<file path="src/rtl/uart_burst_tx_if.sv">
// Handshake and serial-line bundle for uart_burst_tx.
// The master side drives the burst request; the slave side is the transmitter.
interface uart_burst_tx_if #(
  parameter int LEN_WIDTH = 8,
  parameter int NUM_BYTES = 134
);
  logic                     start;
  logic                     repeat_en;
  logic [LEN_WIDTH-1:0]     length;
  logic [NUM_BYTES*8-1:0]   payload_in;
  logic                     tx_out;
  logic                     busy;
  logic [LEN_WIDTH-1:0]     byte_index;
  logic                     done;

  modport master (
    output start, repeat_en, length, payload_in,
    input  tx_out, busy, byte_index, done
  );

  modport slave (
    input  start, repeat_en, length, payload_in,
    output tx_out, busy, byte_index, done
  );
endinterface

</file>
<file path="src/rtl/uart_burst_tx.sv">
// Multi-byte UART burst transmitter: shadows a wide payload, then sends it
// byte 0 first, LSB first, with optional parity, 1 or 2 stop bits and an
// optional auto-repeat with an idle-high gap between bursts.
module uart_burst_tx #(
  parameter int TICKS_PER_BIT = 65,
  parameter int TICKS_WIDTH   = 7,
  parameter int NUM_BYTES     = 134,
  parameter int LEN_WIDTH     = 8,
  parameter int PARITY_MODE   = 0,
  parameter int STOP_BITS     = 1,
  parameter int GAP_TICKS     = 15
) (
  input  logic            clk_in,
  input  logic            reset,
  uart_burst_tx_if.slave  bus
);

  localparam int PAY_W = NUM_BYTES * 8;
  localparam logic [TICKS_WIDTH-1:0] TICK_LAST = TICKS_WIDTH'(TICKS_PER_BIT - 1);
  localparam logic [TICKS_WIDTH-1:0] GAP_LAST  = TICKS_WIDTH'(GAP_TICKS - 1);
  localparam logic [TICKS_WIDTH-1:0] TICK_ONE  = TICKS_WIDTH'(1);
  localparam logic [2:0]             STOP_LAST = 3'(STOP_BITS - 1);
  localparam logic [LEN_WIDTH-1:0]   MAX_LEN   = LEN_WIDTH'(NUM_BYTES);
  localparam logic [LEN_WIDTH-1:0]   LEN_ONE   = LEN_WIDTH'(1);
  localparam logic                   ODD_PAR   = (PARITY_MODE == 2);
  localparam logic                   HAS_GAP   = (GAP_TICKS > 0);
  localparam logic                   HAS_PAR   = (PARITY_MODE != 0);

  typedef enum logic [2:0] {
    S_IDLE,
    S_START,
    S_DATA,
    S_PARITY,
    S_STOP,
    S_GAP
  } state_t;

  state_t                 r_state, w_nextState;
  logic [TICKS_WIDTH-1:0] r_tickCnt, w_tickNext;
  logic [2:0]             r_bitCnt, w_bitNext;
  logic [LEN_WIDTH-1:0]   r_byteIdx, w_byteIdxNext;
  logic [LEN_WIDTH-1:0]   r_len, w_lenNext;
  logic [PAY_W-1:0]       r_payload, w_payloadNext;
  logic                   r_tx, w_txNext;
  logic                   r_busy, w_busyNext;
  logic                   r_done, w_doneNext;
  logic [7:0]             w_nextByte;

  logic [LEN_WIDTH-1:0]   w_lenClamped;
  logic                   w_zeroLen;
  logic                   w_tickLast;
  logic                   w_gapLast;
  logic                   w_lastByte;
  logic                   w_frameEnd;
  logic                   w_burstEnd;
  logic                   w_relatch;

  assign w_lenClamped = (bus.length > MAX_LEN) ? MAX_LEN : bus.length;
  assign w_zeroLen    = (w_lenClamped == '0);
  assign w_tickLast   = (r_tickCnt == TICK_LAST);
  assign w_gapLast    = (r_state == S_GAP) && (r_tickCnt == GAP_LAST);
  assign w_lastByte   = (r_byteIdx == r_len - LEN_ONE);
  assign w_frameEnd   = (r_state == S_STOP) && w_tickLast && (r_bitCnt == STOP_LAST);
  assign w_burstEnd   = w_frameEnd && w_lastByte;
  // A zero-gap repeat re-latches on the burst-end edge itself; a zero
  // re-latched length there merges its done pulse with the burst-end one.
  assign w_relatch    = ((r_state == S_IDLE) && bus.start)
                      || (w_burstEnd && bus.repeat_en && !HAS_GAP)
                      || w_gapLast;

  // State register plus all registered outputs and datapath shadows.
  always_ff @(posedge clk_in) begin
    if (reset) begin
      r_state   <= S_IDLE;
      r_tickCnt <= '0;
      r_bitCnt  <= '0;
      r_byteIdx <= '0;
      r_len     <= '0;
      r_payload <= '0;
      r_tx      <= 1'b1;
      r_busy    <= 1'b0;
      r_done    <= 1'b0;
    end else begin
      r_state   <= w_nextState;
      r_tickCnt <= w_tickNext;
      r_bitCnt  <= w_bitNext;
      r_byteIdx <= w_byteIdxNext;
      r_len     <= w_lenNext;
      r_payload <= w_payloadNext;
      r_tx      <= w_txNext;
      r_busy    <= w_busyNext;
      r_done    <= w_doneNext;
    end
  end

  // Next-state decision: bit phases advance on the last tick of each bit.
  always_comb begin
    w_nextState = r_state;
    case (r_state)
      S_IDLE:   if (bus.start && !w_zeroLen) w_nextState = S_START;
      S_START:  if (w_tickLast) w_nextState = S_DATA;
      S_DATA:   if (w_tickLast && (r_bitCnt == 3'd7))
                  w_nextState = HAS_PAR ? S_PARITY : S_STOP;
      S_PARITY: if (w_tickLast) w_nextState = S_STOP;
      S_STOP: begin
        if (w_frameEnd) begin
          if (!w_lastByte)         w_nextState = S_START;
          else if (!bus.repeat_en) w_nextState = S_IDLE;
          else if (HAS_GAP)        w_nextState = S_GAP;
          else                     w_nextState = w_zeroLen ? S_IDLE : S_START;
        end
      end
      S_GAP:    if (w_gapLast) w_nextState = w_zeroLen ? S_IDLE : S_START;
      default:  w_nextState = S_IDLE;
    endcase
  end

  // Next values of counters, shadows and line outputs, looked ahead so the
  // outputs themselves come straight from flops.
  always_comb begin
    w_lenNext     = r_len;
    w_payloadNext = r_payload;
    w_byteIdxNext = r_byteIdx;
    if (w_relatch) begin
      w_lenNext     = w_lenClamped;
      w_payloadNext = bus.payload_in;
      w_byteIdxNext = '0;
    end else if (w_frameEnd && !w_lastByte) begin
      w_payloadNext = r_payload >> 8;
      w_byteIdxNext = r_byteIdx + LEN_ONE;
    end else if (w_burstEnd) begin
      w_byteIdxNext = '0;
    end

    if ((w_nextState != r_state) || (w_nextState == S_IDLE))
      w_tickNext = '0;
    else if (w_tickLast && (r_state != S_GAP))
      w_tickNext = '0;
    else
      w_tickNext = r_tickCnt + TICK_ONE;

    if (w_nextState != r_state)
      w_bitNext = '0;
    else if (w_tickLast && ((r_state == S_DATA) || (r_state == S_STOP)))
      w_bitNext = r_bitCnt + 3'd1;
    else
      w_bitNext = r_bitCnt;

    w_nextByte = w_payloadNext[7:0];
    w_doneNext = w_burstEnd || (w_relatch && w_zeroLen);
    w_busyNext = (w_nextState != S_IDLE);

    case (w_nextState)
      S_START:  w_txNext = 1'b0;
      S_DATA:   w_txNext = w_nextByte[w_bitNext];
      S_PARITY: w_txNext = (^w_nextByte) ^ ODD_PAR;
      default:  w_txNext = 1'b1;
    endcase
  end

  assign bus.tx_out     = r_tx;
  assign bus.busy       = r_busy;
  assign bus.byte_index = r_byteIdx;
  assign bus.done       = r_done;

endmodule

</file>
<file path="src/flat_wrapper.sv">
// flat-port wrapper written by rule: the top's interface ports become plain ports
module uart_burst_tx_flat 
#(
  parameter int TICKS_PER_BIT = 65,
  parameter int TICKS_WIDTH   = 7,
  parameter int NUM_BYTES     = 134,
  parameter int LEN_WIDTH     = 8,
  parameter int PARITY_MODE   = 0,
  parameter int STOP_BITS     = 1,
  parameter int GAP_TICKS     = 15
)
  (clk_in, reset, bus_start, bus_repeat_en, bus_length, bus_payload_in, bus_tx_out, bus_busy, bus_byte_index, bus_done);
  uart_burst_tx_if #(.LEN_WIDTH(LEN_WIDTH), .NUM_BYTES(NUM_BYTES)) bus_i ();
  input  logic clk_in;
  input  logic reset;
  input wire logic [$bits(bus_i.start)-1:0] bus_start;
  input wire logic [$bits(bus_i.repeat_en)-1:0] bus_repeat_en;
  input wire logic [$bits(bus_i.length)-1:0] bus_length;
  input wire logic [$bits(bus_i.payload_in)-1:0] bus_payload_in;
  output wire logic [$bits(bus_i.tx_out)-1:0] bus_tx_out;
  output wire logic [$bits(bus_i.busy)-1:0] bus_busy;
  output wire logic [$bits(bus_i.byte_index)-1:0] bus_byte_index;
  output wire logic [$bits(bus_i.done)-1:0] bus_done;
  assign bus_i.start = bus_start;
  assign bus_i.repeat_en = bus_repeat_en;
  assign bus_i.length = bus_length;
  assign bus_i.payload_in = bus_payload_in;
  assign bus_tx_out = bus_i.tx_out;
  assign bus_busy = bus_i.busy;
  assign bus_byte_index = bus_i.byte_index;
  assign bus_done = bus_i.done;
  uart_burst_tx #(.TICKS_PER_BIT(TICKS_PER_BIT), .TICKS_WIDTH(TICKS_WIDTH), .NUM_BYTES(NUM_BYTES), .LEN_WIDTH(LEN_WIDTH), .PARITY_MODE(PARITY_MODE), .STOP_BITS(STOP_BITS), .GAP_TICKS(GAP_TICKS)) u_core (.clk_in(clk_in), .reset(reset), .bus(bus_i));
endmodule
</file>
<file path="config.mk">
export PLATFORM = sky130hd
export DESIGN_NAME = uart_burst_tx_flat
export DESIGN_NICKNAME = d
export VERILOG_FILES = /design/src/rtl/uart_burst_tx_if.sv /design/src/rtl/uart_burst_tx.sv /design/src/flat_wrapper.sv
export SDC_FILE = /design/constraint.sdc
export NUM_CORES = 2
export LEC_CHECK = 0
export BUFFER_PORTS_ARGS = -buffer_cell sky130_fd_sc_hd__buf_2
export CAP_MARGIN = 40
export CELL_PAD_IN_SITES_DETAIL_PLACEMENT = 0
export CELL_PAD_IN_SITES_GLOBAL_PLACEMENT = 2
export CORE_MARGIN = 2
export CORE_UTILIZATION = 27
export DETAILED_ROUTE_END_ITERATION = 10
export GPL_TIMING_DRIVEN = 0
export PLACE_DENSITY_LB_ADDON = 0.05
export SLEW_MARGIN = 5
export SYNTH_ARGS = -nofsm -noshare
export SYNTH_HDL_FRONTEND = slang
export SYNTH_SLANG_ARGS = --single-unit
</file>
<file path="constraint.sdc">
create_clock -name clk_in -period 2.8 [get_ports clk_in]
set_input_delay 0.28 -clock clk_in [delete_from_list [all_inputs] [get_ports clk_in]]
set_output_delay 0.28 -clock clk_in [all_outputs]
set_load 0.1 [all_outputs]
</file>
==> run metrics <==
CP most frequent cell xnor2_1; top post-synthesis cells by count nand2_1, dfxtp_1, nor2_1; initial core utilization 0.272; Lkg Pwr a little under 30 nW; fillcell total 18.0k; WS Path Type reg -> reg; DRC errors left 0; Yosys top cell area share 0.467; Fin Setup TNS -54290 ps; row count between 150 and 200; Area after DPL around 56000 sq um; core area 174000 sq um; RR Startpoint u_core.r_len[0]$_SDFFE_PP0N_; Synth area leaders dfxtp_1, a311oi_1, nand2_1, nor2_1, clkbuf_1; cells on worst reg2reg path 11; Startpoint Class flop; Seq. cell area approximately 22000 sq um; hold slack roughly 350 ps; Cell Chain, Critical Path or4_4 -> or2_4 -> nor4_4 -> o21bai_2 -> a2111o_2 -> buf_12 -> o221ai_4 -> xor2_1 -> xnor2_1 -> xnor2_1 -> o2111ai_1; YS warnings 0; CTS Sinks around 1.1k; Final Max Tran Viols 0; Hold Crit Class in -> reg; clk_skew around 31 ps; FFs w/ async S/R, synth 0; DIE WIDTH approximately 420 um; average vias per placed instance 4.88; estimated wirelength of the detail-placed design 177000 um; total power approximately 42 mW; Max-Cap Viols 0; r2r endpoint u_core.bus.tx_out$_SDFF_PP1_; Post-synth top flop dfxtp_1; vias in the first global route roughly 55k; post-synthesis cell type count 52; post-synthesis cell area around 47000 sq um; drt initial violations slightly above 3k; status finished, violations left; ANT nets after route 0; WL final roughly 240000 um; crit path max fanout 8; CP required 3420 ps; Area Overhead vs Synth 59.8%; gpl congestion 0.878; CP peak stage delay 540 ps; count leader, synth nand2_1; IO Port Bufs approximately 1.1k; Clock Latency Late Sink about 770 ps; die area around 180000 sq um; H-Tree Level Count 4; Worst EP arrival 3630 ps; crit share post-route 1.07; Final nets roughly 9.7k; area of the multi-input gates roughly 24000 sq um; Final Hold Viols 0; Hold Path Origin bus_payload_in[1066]; Reg2Reg Setup Slack -200 ps; final core utilization 0.435; CTS max path bufs 3; Mapped Cells about 6.2k; first-pass detailed-route iteration total 6; global-route usage over all layers 0.250; via count ~54k; Num CTS Buffers ~140; Avg Inst Size Synth ~7.6 sq um; failing checks setup timing; Setup crit end kind flop; Max Clock Freq 0.333 GHz; Worst-path clk slew 60 ps; WHS Path Cells 4; first-pass GRT wire length ~340000 um; worst rel slew slack 0.521; Die H 423 um; unrepaired setup endpoints after global routing yes; Peak VDD IR 403 uV; post-synth top area cell dfxtp_1; PwrDens ~550 nW/um^2; GRT overflow 0; post-route setup slack -203 ps; initial antenna violation count 140; number of synthesized flops with an enable pin 0; slowest cell on the critical path or4_4; final number of setup-violating endpoints between 900 and 1k; register area share after synthesis 0.467; layout cells sized above 1 0.230; WHS Endpoint u_core.r_payload[1066]$_SDFFE_PP0P_; net count after synthesis around 7.3k; fin area 75700 sq um; Seq cells post-synth around 1.1k; post-DR wirelength/cell about 21 um; min Tclk post-route approximately 3000 ps; io pins roughly 1.1k; CTS Root Cell clkbuf_16; CTS tree built; pin count of the biggest net entering global routing 17; worst-margin pin slew roughly 720 ps
==> state kept, by name, indices dropped and copies added (netlist names) <==
signal / count
u_core.r_state: 3
u_core.r_payload: 1072
u_core.r_len: 8
u_core.r_tickCnt: 7
u_core.bus.byte_index: 8
u_core.bus.tx_out: 1
u_core.bus.busy: 1
u_core.r_bitCnt: 3
u_core.bus.done: 1
==> report_power, final <==
group          switching [mW]  internal (mW)
combinational            3.21           3.00
clock                    7.27           10.2
sequential              0.815           17.1
==> metal layers <==
metal	vias to the layer above	global-route usage	share of wire
met2	1442	0.443	0.50
met1	25600	0.300	0.42
met4	32	0.106	0.043
li1	26700	-	-
met5	-	0	0.00079
met3	495	0.0337	0.038
==> stage by stage <==
stage / setup WS, ps / instances
detailed placement: -1740 / 9647
CTS: -331 / 11000
global route: -359 / 11100
finish: -203 / 11100
global placement: -2630 / 9643
floorplan: -41.4 / 6225
==> what timing repair did <==
item | 4_1_cts | 5_1_grt
hold endpoints to repair | 1081 | 0
gates resized for setup | 647 | 599
pin swaps | 23 | 70
hold buffers | 1084 | 0
cloned | 10 | 17
setup endpoints to repair | 1094 | 1088
setup buffers | 8 | 30
==> critical path: cells and delay by family, from the launching register on <==
family                 cells  cell delay (ps)
XOR/XNOR                   3              530
AND/OR/NAND/NOR            3              990
AO/OA/AOI/OAI              4              840
buffers and inverters      1              170
flip-flops                 1              350
==> final cells by class <==
type	count	area share
Antenna cell	94	0.00311
Buffer	600	0.0614
Clock buffer	206	0.0541
Clock inverter	27	0.00265
Inverter	8	0.000397
Multi-Input combinational cell	4509	0.317
Sequential cell	1104	0.292
Tap cell	2325	0.0384
Timing Repair Buffer	2245	0.231
==> cells in the final DEF (no fill, tap or decap), drive strengths merged, types with 5 or more instances in the layout <==
cell,Yosys,final
nand2,2152,2152
buf,88,1290
dfxtp,1104,1104
nor2,1098,1098
dlygate4sd3,0,1084
a311oi,1056,1056
clkbuf,516,675
diode,0,94
a21oi,25,25
o21ai,23,23
clkinv,0,20
nand3,17,17
xnor2,15,15
nor3,13,13
nor3b,12,12
xor2,11,11
inv,8,10
o221ai,8,8
ha,8,8
nand3b,7,7
nand2b,7,7
and2,5,5
==> how the worst max path moves through the flow <==
stage,start,to,cells after the start
detailed placement,u_core.r_tickCnt[0]$_SDFF_PP0_,u_core.r_payload[712]$_SDFFE_PP0P_,13
floorplan,u_core.r_len[0]$_SDFFE_PP0N_,u_core.r_payload[128]$_SDFFE_PP0P_,11
global route,u_core.r_len[0]$_SDFFE_PP0N_,u_core.bus.tx_out$_SDFF_PP1_,11
global placement,u_core.r_tickCnt[0]$_SDFF_PP0_,u_core.r_payload[347]$_SDFFE_PP0P_,11
finish,u_core.r_len[0]$_SDFFE_PP0N_,u_core.bus.tx_out$_SDFF_PP1_,11
CTS,u_core.r_len[0]$_SDFFE_PP0N_,u_core.bus.tx_out$_SDFF_PP1_,11
==> cell families after synthesis <==
kind of cell / Yosys count / synth area share
fa+ha+maj: 8 / 0.00211
xor+xnor: 26 / 0.00481
buf+inv: 612 / 0.0500
compound gates: 1131 / 0.205
mux: 7 / 0.00156
flops: 1104 / 0.467
simple gates: 3337 / 0.270
(Power assumes the default switching activity.)
